File: src/rtl/key_filter_bank.sv
// Bank of independent key debouncers: 2-flop sync, per-key stability counter, press pulse and sticky flag.
// Defining KEY_FILTER_RELEASE_EN adds one-cycle release pulses; otherwise key_release is tied low.
module key_filter_bank #(
    parameter int N_KEYS          = 8,
    parameter int DEBOUNCE_CYCLES = 1000000
) (
    input  logic              sys_clk,
    input  logic              sys_rst_n,
    input  logic [N_KEYS-1:0] key_in,
    input  logic [N_KEYS-1:0] ack,
    output logic [N_KEYS-1:0] key_level,
    output logic [N_KEYS-1:0] key_press,
    output logic [N_KEYS-1:0] key_release,
    output logic [N_KEYS-1:0] key_sticky
);
    localparam int               CNT_W   = $clog2(DEBOUNCE_CYCLES);
    localparam logic [CNT_W-1:0] CNT_MAX = CNT_W'(DEBOUNCE_CYCLES - 1);
    localparam logic [CNT_W-1:0] CNT_ONE = CNT_W'(1);

    logic [N_KEYS-1:0] sync1_q;
    logic [N_KEYS-1:0] sync2_q;
    logic [N_KEYS-1:0] level_q;
    logic [N_KEYS-1:0] level_d;
    logic [N_KEYS-1:0] press_q;
    logic [N_KEYS-1:0] press_d;
    logic [N_KEYS-1:0] sticky_q;
    logic [N_KEYS-1:0] sticky_d;
    logic [N_KEYS-1:0] toggle;
    logic [N_KEYS-1:0] pressed_s;
    logic [CNT_W-1:0]  cnt_q [N_KEYS];
    logic [CNT_W-1:0]  cnt_d [N_KEYS];

    // Pins are active-low; after synchronisation 1 means pressed.
    assign pressed_s = ~sync2_q;

    always_comb begin
        toggle = '0;
        for (int i = 0; i < N_KEYS; i++) begin
            cnt_d[i] = '0;
            if (pressed_s[i] != level_q[i]) begin
                if (cnt_q[i] == CNT_MAX) begin
                    toggle[i] = 1'b1;
                end else begin
                    cnt_d[i] = cnt_q[i] + CNT_ONE;
                end
            end
        end
        level_d  = level_q ^ toggle;
        press_d  = toggle & ~level_q;
        // A press in the current cycle overrides a simultaneous acknowledge.
        sticky_d = press_d | (sticky_q & ~(ack & ~press_q));
    end

    always_ff @(posedge sys_clk or negedge sys_rst_n) begin
        if (!sys_rst_n) begin
            sync1_q  <= '1;
            sync2_q  <= '1;
            level_q  <= '0;
            press_q  <= '0;
            sticky_q <= '0;
            for (int i = 0; i < N_KEYS; i++) begin
                cnt_q[i] <= '0;
            end
        end else begin
            sync1_q  <= key_in;
            sync2_q  <= sync1_q;
            level_q  <= level_d;
            press_q  <= press_d;
            sticky_q <= sticky_d;
            for (int i = 0; i < N_KEYS; i++) begin
                cnt_q[i] <= cnt_d[i];
            end
        end
    end

`ifdef KEY_FILTER_RELEASE_EN
    logic [N_KEYS-1:0] release_q;

    always_ff @(posedge sys_clk or negedge sys_rst_n) begin
        if (!sys_rst_n) begin
            release_q <= '0;
        end else begin
            release_q <= toggle & level_q;
        end
    end

    assign key_release = release_q;
`else
    assign key_release = '0;
`endif

    assign key_level  = level_q;
    assign key_press  = press_q;
    assign key_sticky = sticky_q;
endmodule

File: config.mk
export PLATFORM = sky130hd
export DESIGN_NAME = key_filter_bank
export DESIGN_NICKNAME = d
export VERILOG_FILES = /design/src/rtl/key_filter_bank.sv
export SDC_FILE = /design/constraint.sdc
export NUM_CORES = 1
export LEC_CHECK = 0
export ABC_AREA = 1
export BUFFER_PORTS_ARGS = -buffer_cell sky130_fd_sc_hd__buf_2
export CORE_MARGIN = 3
export CORE_UTILIZATION = 56
export CTS_CLUSTER_DIAMETER = 200
export DETAILED_ROUTE_END_ITERATION = 6
export GPL_TIMING_DRIVEN = 0
export HOLD_SLACK_MARGIN = 0.08
export PLACE_DENSITY_LB_ADDON = 0.08
export SYNTH_ARGS = -nofsm -noshare
export SYNTH_HDL_FRONTEND = slang
export SYNTH_SLANG_ARGS = --single-unit
export TNS_END_PERCENT = 50
File: constraint.sdc
create_clock -name sys_clk -period 1.5 [get_ports sys_clk]
set_input_delay 0.225 -clock sys_clk [delete_from_list [all_inputs] [get_ports sys_clk]]
set_output_delay 0.225 -clock sys_clk [all_outputs]
set_load 0.03 [all_outputs]
==> impl_results.md, run 1 <==
* Layout cells sized above 1 at 0.173
* Delay-heaviest family, CP: flip-flops
* Routed Wire Length at 21200 um
* Number of max-cap violations at 0
* Seq pwr share at 0.531
* Die area at about 20000 um2
* Hpwl dp at 14600 um
* I/O Buffers at a little over 40
* Yosys warning total at 0
* Mean post-synth cell area at 7.98 um2
* Vias in the first global route at around 7.8k
* Total negative slack at 0 ns
* CTS Buffer Depth at 2
* Maximum vdd ir drop at 0.741 mV
* Commonest cells after routing, fill and taps aside: nor2_1 (331), nand2_1 (233), dfrtp_1 (178)
* Worst-Margin Slew at 0.611 ns
* Pwr Density at 844 nW/um2
* Worst path bufs/invs at 2
* Post-synthesis sequential area ratio at 0.481
* Cell Area, Synth at approximately 10000 um2
* Slew Limit Fails at 0
* Total track usage at 0.212
* Diode count at 0
* I/O pin cnt at 50
* Row count at ~50
* Worst path cell trace: xor2_1 -> clkbuf_4 -> nor3_1 -> ha_1 -> inv_1 -> nand2_1
* Cts bufs inserted at 17
* Hold WS at 0.357 ns
* Synth cell types at 32
* CORE AREA at ~18000 um2
* Sw frac at 0.245
* DR WL/cell at 12.7 um
* F_max at 678 MHz
* Slowest Stage Delay on Critical Path at 0.53 ns
* Sw Pwr at 2.56 mW
* Via density per instance at 5.04
* Status: complete, no violations
* CTS H-tree lvls at 4
* Routability congestion estimate at 0.910
* Antenna violations before repair at 0
* Post-layout minimum cycle time at 1.47 ns
* Slew headroom at 0.592
* Clk pwr share at 0.421
* DR iter-0 viols at 513
* Post-Synthesis Cells at 1307
* DR pass1 iterations at 5
* Crit path DAT at about 1.8 ns
* Worst-Skew Late Latency at 0.43 ns
* Die outline width at 143 um
* Die H at roughly 140 um
* CP endpoint kind: register
* # nets final at around 1.5k
* Root Driver: clkbuf_16
* Routed Antenna Nets at 0
* Drc violations at 0
* Initial Util at 0.575
* P&R area growth vs syn at 18.7%
* Cell-internal power at just under 8 mW
* Hold WC Path Type: register to register
* Most common cell after layout, fill and taps aside: nor2_1
* Placed Cells at ~1.6k
* Slowest CP cell: dfstp_2
* Combinational Power Share at 0.048
* Largest net degree at the start of global routing at 117
* Clk pin slew, worst setup/hold paths at 0.07 ns
* Worst-path fanout max at 10
* Final setup vio count at 0
* CP Launch Type: register
* Flops & latches, synth at 200
* Number of hold violations in the final report at 0
* Critical path class: register to register
* Clock tree sinks at 200
* Skew final at 0.0110 ns
* Yosys top cell area share at 0.441
* TritonCTS clock tree: yes
* RSZ-0062 raised after global routing: true
* GRT overflow at 0
* Via count at around 8.4k
* Wire length of the first global-routing pass at 35700 um
* Leak at around 5.4 nW
* Synth top area cells: dfrtp_1 (44%), nor2_1 (13%), nand2_1 (8.5%)
* Critical path data required time at 1.82 ns
* Non-filler instance count after layout at ~1.7k
* Largest area contributor in the netlist: dfrtp_1
* Fin crit share at 0.983
metal layers:
layer / vias up / track usage / routed length, um
li1: 4329 / - / -
met5: - / 0 / 0
met3: 22 / 0.0386 / 713
met2: 149 / 0.348 / 10200
met4: 0 / 0.0580 / 265
met1: 3896 / 0.293 / 10000
cells by family (layout without fill, tap and decap cells):
| logic type | Yosys count | count (layout) | share of synthesized area |
|---|---|---|---|
| and+or+nand+nor | 817 | 817 | 0.345 |
| AOI/OAI and AO/OA | 35 | 35 | 0.0186 |
| buffers and inverters | 142 | 264 | 0.0540 |
| DFF | 200 | 200 | 0.481 |
| xor gates and xnor gates | 96 | 96 | 0.0813 |
| adders and majority gates | 16 | 16 | 0.0192 |
| other | 1 | 8 | 0.000359 |
through the flow:
step	util	worst slack [ns]	power [mW]	instance area [um2]
floorplan	-	0.0134	5.85	10500
finish	0.683	0.0255	10.5	12400
detailed placement	0.606	-0.220	6.06	11000
global placement	0.604	-3.07	6.03	11000
global route	0.683	-0.0830	10.9	12400
CTS	0.660	0.00398	10.6	12000
Yosys cell counts:
library cell    n
nor2_1        357
nand2_1       237
dfrtp_1       184
inv_1         126
nand3_1       123
xor2_1         52
xnor2_1        43
nor3_1         19
o21ai_0        18
dfstp_2        16
ha_1           16
nand4_1        14
nor2_2         14
nand2_2        12
a21oi_1         9
nand3b_1        9
buf_4           8
nand3_2         8
clkbuf_1        7
nor2_4          7
and2_1          6
nor3_4          4
nor3b_1         4
o21bai_1        4
nand3_4         3
a21oi_2         1
a31oi_1         1
clkinv_1        1
conb_1          1
o21ai_1         1
o2bb2ai_1       1
xnor2_2         1
path summary, 6_finish.rpt:
check                                      from                       to  slack [ns]  cells past startpoint
max in group asynchronous             sys_rst_n     sync2_q[6]$_DFF_PN1_        0.27                      3
min                        sync1_q[1]$_DFF_PN1_     sync2_q[1]$_DFF_PN1_        0.36                      0
min in group asynchronous             sys_rst_n     cnt_q[142]$_DFF_PN0_        0.39                      2
min reg2reg                sync1_q[1]$_DFF_PN1_     sync2_q[1]$_DFF_PN1_        0.36                      0
max                        sync2_q[5]$_DFF_PN1_  key_sticky[5]$_DFF_PN0_        0.03                      6
max reg2reg                sync2_q[5]$_DFF_PN1_  key_sticky[5]$_DFF_PN0_        0.03                      6
sequential cells by signal, summed over array words and instances, names as in the netlist:
signal and flops:
cnt_q 160, sync1_q 8, key_press 8, key_level 8, key_sticky 8, sync2_q 8
final cells by class:
cell class / instances / area, um2
Sequential cell: 200 / 5030
Multi-Input combinational cell: 972 / 5270
Buffer: 15 / 97.6
Fill cell: 1511 / 5760
Timing Repair Buffer: 90 / 651
Clock buffer: 17 / 425
Inverter: 127 / 479
Clock inverter: 15 / 150
Tap cell: 229 / 287
power by group through the flow:
stage | clock, mW | sequential (mW) | combinational, mW
finish | 4.40 | 5.55 | 0.506
global placement | 0 | 5.63 | 0.398
global route | 4.79 | 5.56 | 0.581
CTS | 4.57 | 5.54 | 0.487
floorplan | 0 | 5.63 | 0.227
detailed placement | 0 | 5.64 | 0.419
worst register-to-register path, stage by stage (launching register included):
cell      delay (ns)
dfstp_2         0.53
xor2_1          0.20
clkbuf_4        0.26
nor3_1          0.08
ha_1            0.20
inv_1           0.06
nand2_1         0.05
timing repair:
action / 4_1_cts / 5_1_grt
endpoints found under the setup margin: 92 / 196
resized for setup: 38 / 67
hold buffers: 17 / 0
buffers inserted: 10 / 21
hold endpoints to repair: 118 / 0
pin swaps: 6 / 24
No activity file was read; power rests on OpenSTA's default activity.
==> run 2: changes to the inputs <==
CORE_UTILIZATION = 58   (was 56)
CTS_BUF_LIST = sky130_fd_sc_hd__clkbuf_8   (was unset)
==> impl_results.md, run 2 (synthesis results as in run 1) <==
* Fin crit share at 0.992
* Layout cells sized above 1 at 0.192
* Largest net degree at the start of global routing at 103
* Slowest CP cell: dfrtp_1
* Drc violations at 0
* Combinational Power Share at 0.052
* Slew Limit Fails at 0
* Die outline width at 140 um
* CP Launch Type: register
* Die H at 140 um
* Hold WC Path Type: register to register
* Worst path cell trace: ha_2 -> nand2_2 -> nor2_4 -> nand2_4 -> nor2_4 -> a21oi_4 -> buf_6 -> nand2_1 -> nor2_1
* Pwr Density at 791 nW/um2
* Wire length of the first global-routing pass at 35200 um
* Status: complete, no violations
* Crit path DAT at 1.84 ns
* Die area at ~20000 um2
* Cts bufs inserted at 17
* Hold WS at 0.360 ns
* Filler Cell Count at 1437
* Critical path data required time at 1.85 ns
* Worst-path fanout max at 4
* Maximum vdd ir drop at 0.896 mV
* Worst-Margin Slew at 0.716 ns
* Non-filler instance count after layout at approximately 1.7k
* Critical path class: register to register
* Total track usage at 0.213
* Vias in the first global route at 7835
* I/O pin cnt at 50
* Final setup vio count at 0
* Largest register by flop count: cnt_q
* # nets final at around 1.5k
* Slew headroom at 0.523
* Seq pwr share at 0.566
* Cell-internal power at 7.55 mW
* Diode count at 0
* Clk pin slew, worst setup/hold paths at roughly 0.09 ns
* Sw Pwr at 2.25 mW
* Routability congestion estimate at 0.926
* Slowest Stage Delay on Critical Path at 0.38 ns
* Via count at 8439
* Final Util at 0.709
* Clock tree sinks at 200
* Most common cell after layout, fill and taps aside: nor2_1
* Number of max-cap violations at 0
* RSZ-0062 raised after global routing: true
* Clk pwr share at 0.381
* Leak at 5.37 nW
* Skew final at slightly below 0.02 ns
* Sw frac at 0.230
* CTS H-tree lvls at 4
* CORE AREA at 17500 um2
* Total Power at 9.81 mW
* DR iter-0 viols at 395
* Root Driver: clkbuf_8
* Most used cell, CP: nor2_4
* Worst-Skew Late Latency at 0.47 ns
* DR WL/cell at 12.5 um
* CP endpoint kind: register
* Number of hold violations in the final report at 0
* Initial Util at 0.597
* Routed Antenna Nets at 0
* Antenna violations before repair at 0
* Post-layout minimum cycle time at 1.49 ns
* TritonCTS clock tree: yes
* F_max at a little under 700 MHz
* CTS Buffer Depth at 2
* DR pass1 iterations at 5
* GRT overflow at 0
* Hpwl dp at 14200 um
* Max reg flops at 160
* I/O Buffers at ~40
* Placed Cells at approximately 1.6k
* Via density per instance at 5.04
* Total negative slack at 0 ns
* Row count at 48
* P&R area growth vs syn at 18.8%
* R2r setup slk at 0.01 ns
* Commonest cells after routing, fill and taps aside: nor2_1 (328), nand2_1 (230), dfrtp_1 (174)
* Routed Wire Length at 21000 um
[run 2: cell types whose count changed in the layout (fill, tap and decap cells not counted), moves of 4 or more]
cell        before  now
clkbuf_8         0   18
clkbuf_16       17    0
buf_4           39   53
inv_6            8    3
bufinv_16        0    4
clkinvlp_4       1    5
dfrtp_1        178  174
dfrtp_2          6   10
nand3_2          3    7
nor2_2          30   34
[run 2: cell type report]
| class | count | area (um2) | share of cell area |
|---|---|---|---|
| plain buffers | 15 | 97.6 | 0.00787 |
| clock buffers | 18 | 248 | 0.0200 |
| clock inverters | 14 | 196 | 0.0158 |
| inverters | 127 | 482 | 0.0389 |
| multi-input cells | 972 | 5300 | 0.427 |
| flip-flops and latches | 200 | 5040 | 0.406 |
| well taps | 225 | 282 | 0.0227 |
| repair buffers | 104 | 754 | 0.0609 |
[run 2: timing repair]
action                                 CTS  global route
endpoints found under the hold margin  104             0
hold buffers                            17             0
setup endpoints to repair               97           123
gates resized for setup                 35            89
setup buffers                            8            37
pin swaps                                8            24
[run 2: per-stage QoR]
stage | instance area (um2) | worst slack (ns)
2_1_floorplan | 10500 | 0.0134
3_3_place_gp | 11000 | -3.06
3_5_place_dp | 11000 | -0.251
4_1_cts | 11800 | -0.00435
5_1_grt | 12400 | -0.0704
6_report | 12400 | 0.0125
[run 2: power groups by stage]
| stage | clock (mW) | sequential, mW | combinational [mW] |
|---|---|---|---|
| after floorplan | 0 | 5.63 | 0.227 |
| after global placement | 0 | 5.63 | 0.399 |
| after detailed placement | 0 | 5.64 | 0.422 |
| after CTS | 3.88 | 5.54 | 0.478 |
| after global routing | 4.08 | 5.57 | 0.588 |
| final | 3.74 | 5.55 | 0.512 |
[run 2: final timing paths]
kind | cells after the start | startpoint | to
max in group asynchronous | 3 | sys_rst_n | cnt_q[46]$_DFF_PN0_
min reg2reg | 0 | sync1_q[7]$_DFF_PN1_ | sync2_q[7]$_DFF_PN1_
min | 0 | sync1_q[7]$_DFF_PN1_ | sync2_q[7]$_DFF_PN1_
min in group asynchronous | 2 | sys_rst_n | cnt_q[148]$_DFF_PN0_
max reg2reg | 9 | cnt_q[40]$_DFF_PN0_ | cnt_q[54]$_DFF_PN0_
max | 9 | cnt_q[40]$_DFF_PN0_ | cnt_q[54]$_DFF_PN0_
[run 2: worst max-delay path, delay by kind of cell (launching register included)]
| family | cells | cell delay, ns |
|---|---|---|
| flip-flops | 1 | 0.38 |
| AO/OA/AOI/OAI | 1 | 0.08 |
| adder cells (fa/ha/maj) | 1 | 0.19 |
| buffers and inverters | 1 | 0.14 |
| AND/OR/NAND/NOR | 6 | 0.59 |
[run 2: metal layers]
layer / vias to the layer above / part of all wire / GRT usage
li1: 4334 / - / -
met1: 3934 / 0.47 / 0.296
met2: 151 / 0.49 / 0.348
met3: 20 / 0.034 / 0.0430
met4: 0 / 0.010 / 0.0500
met5: - / 0 / 0
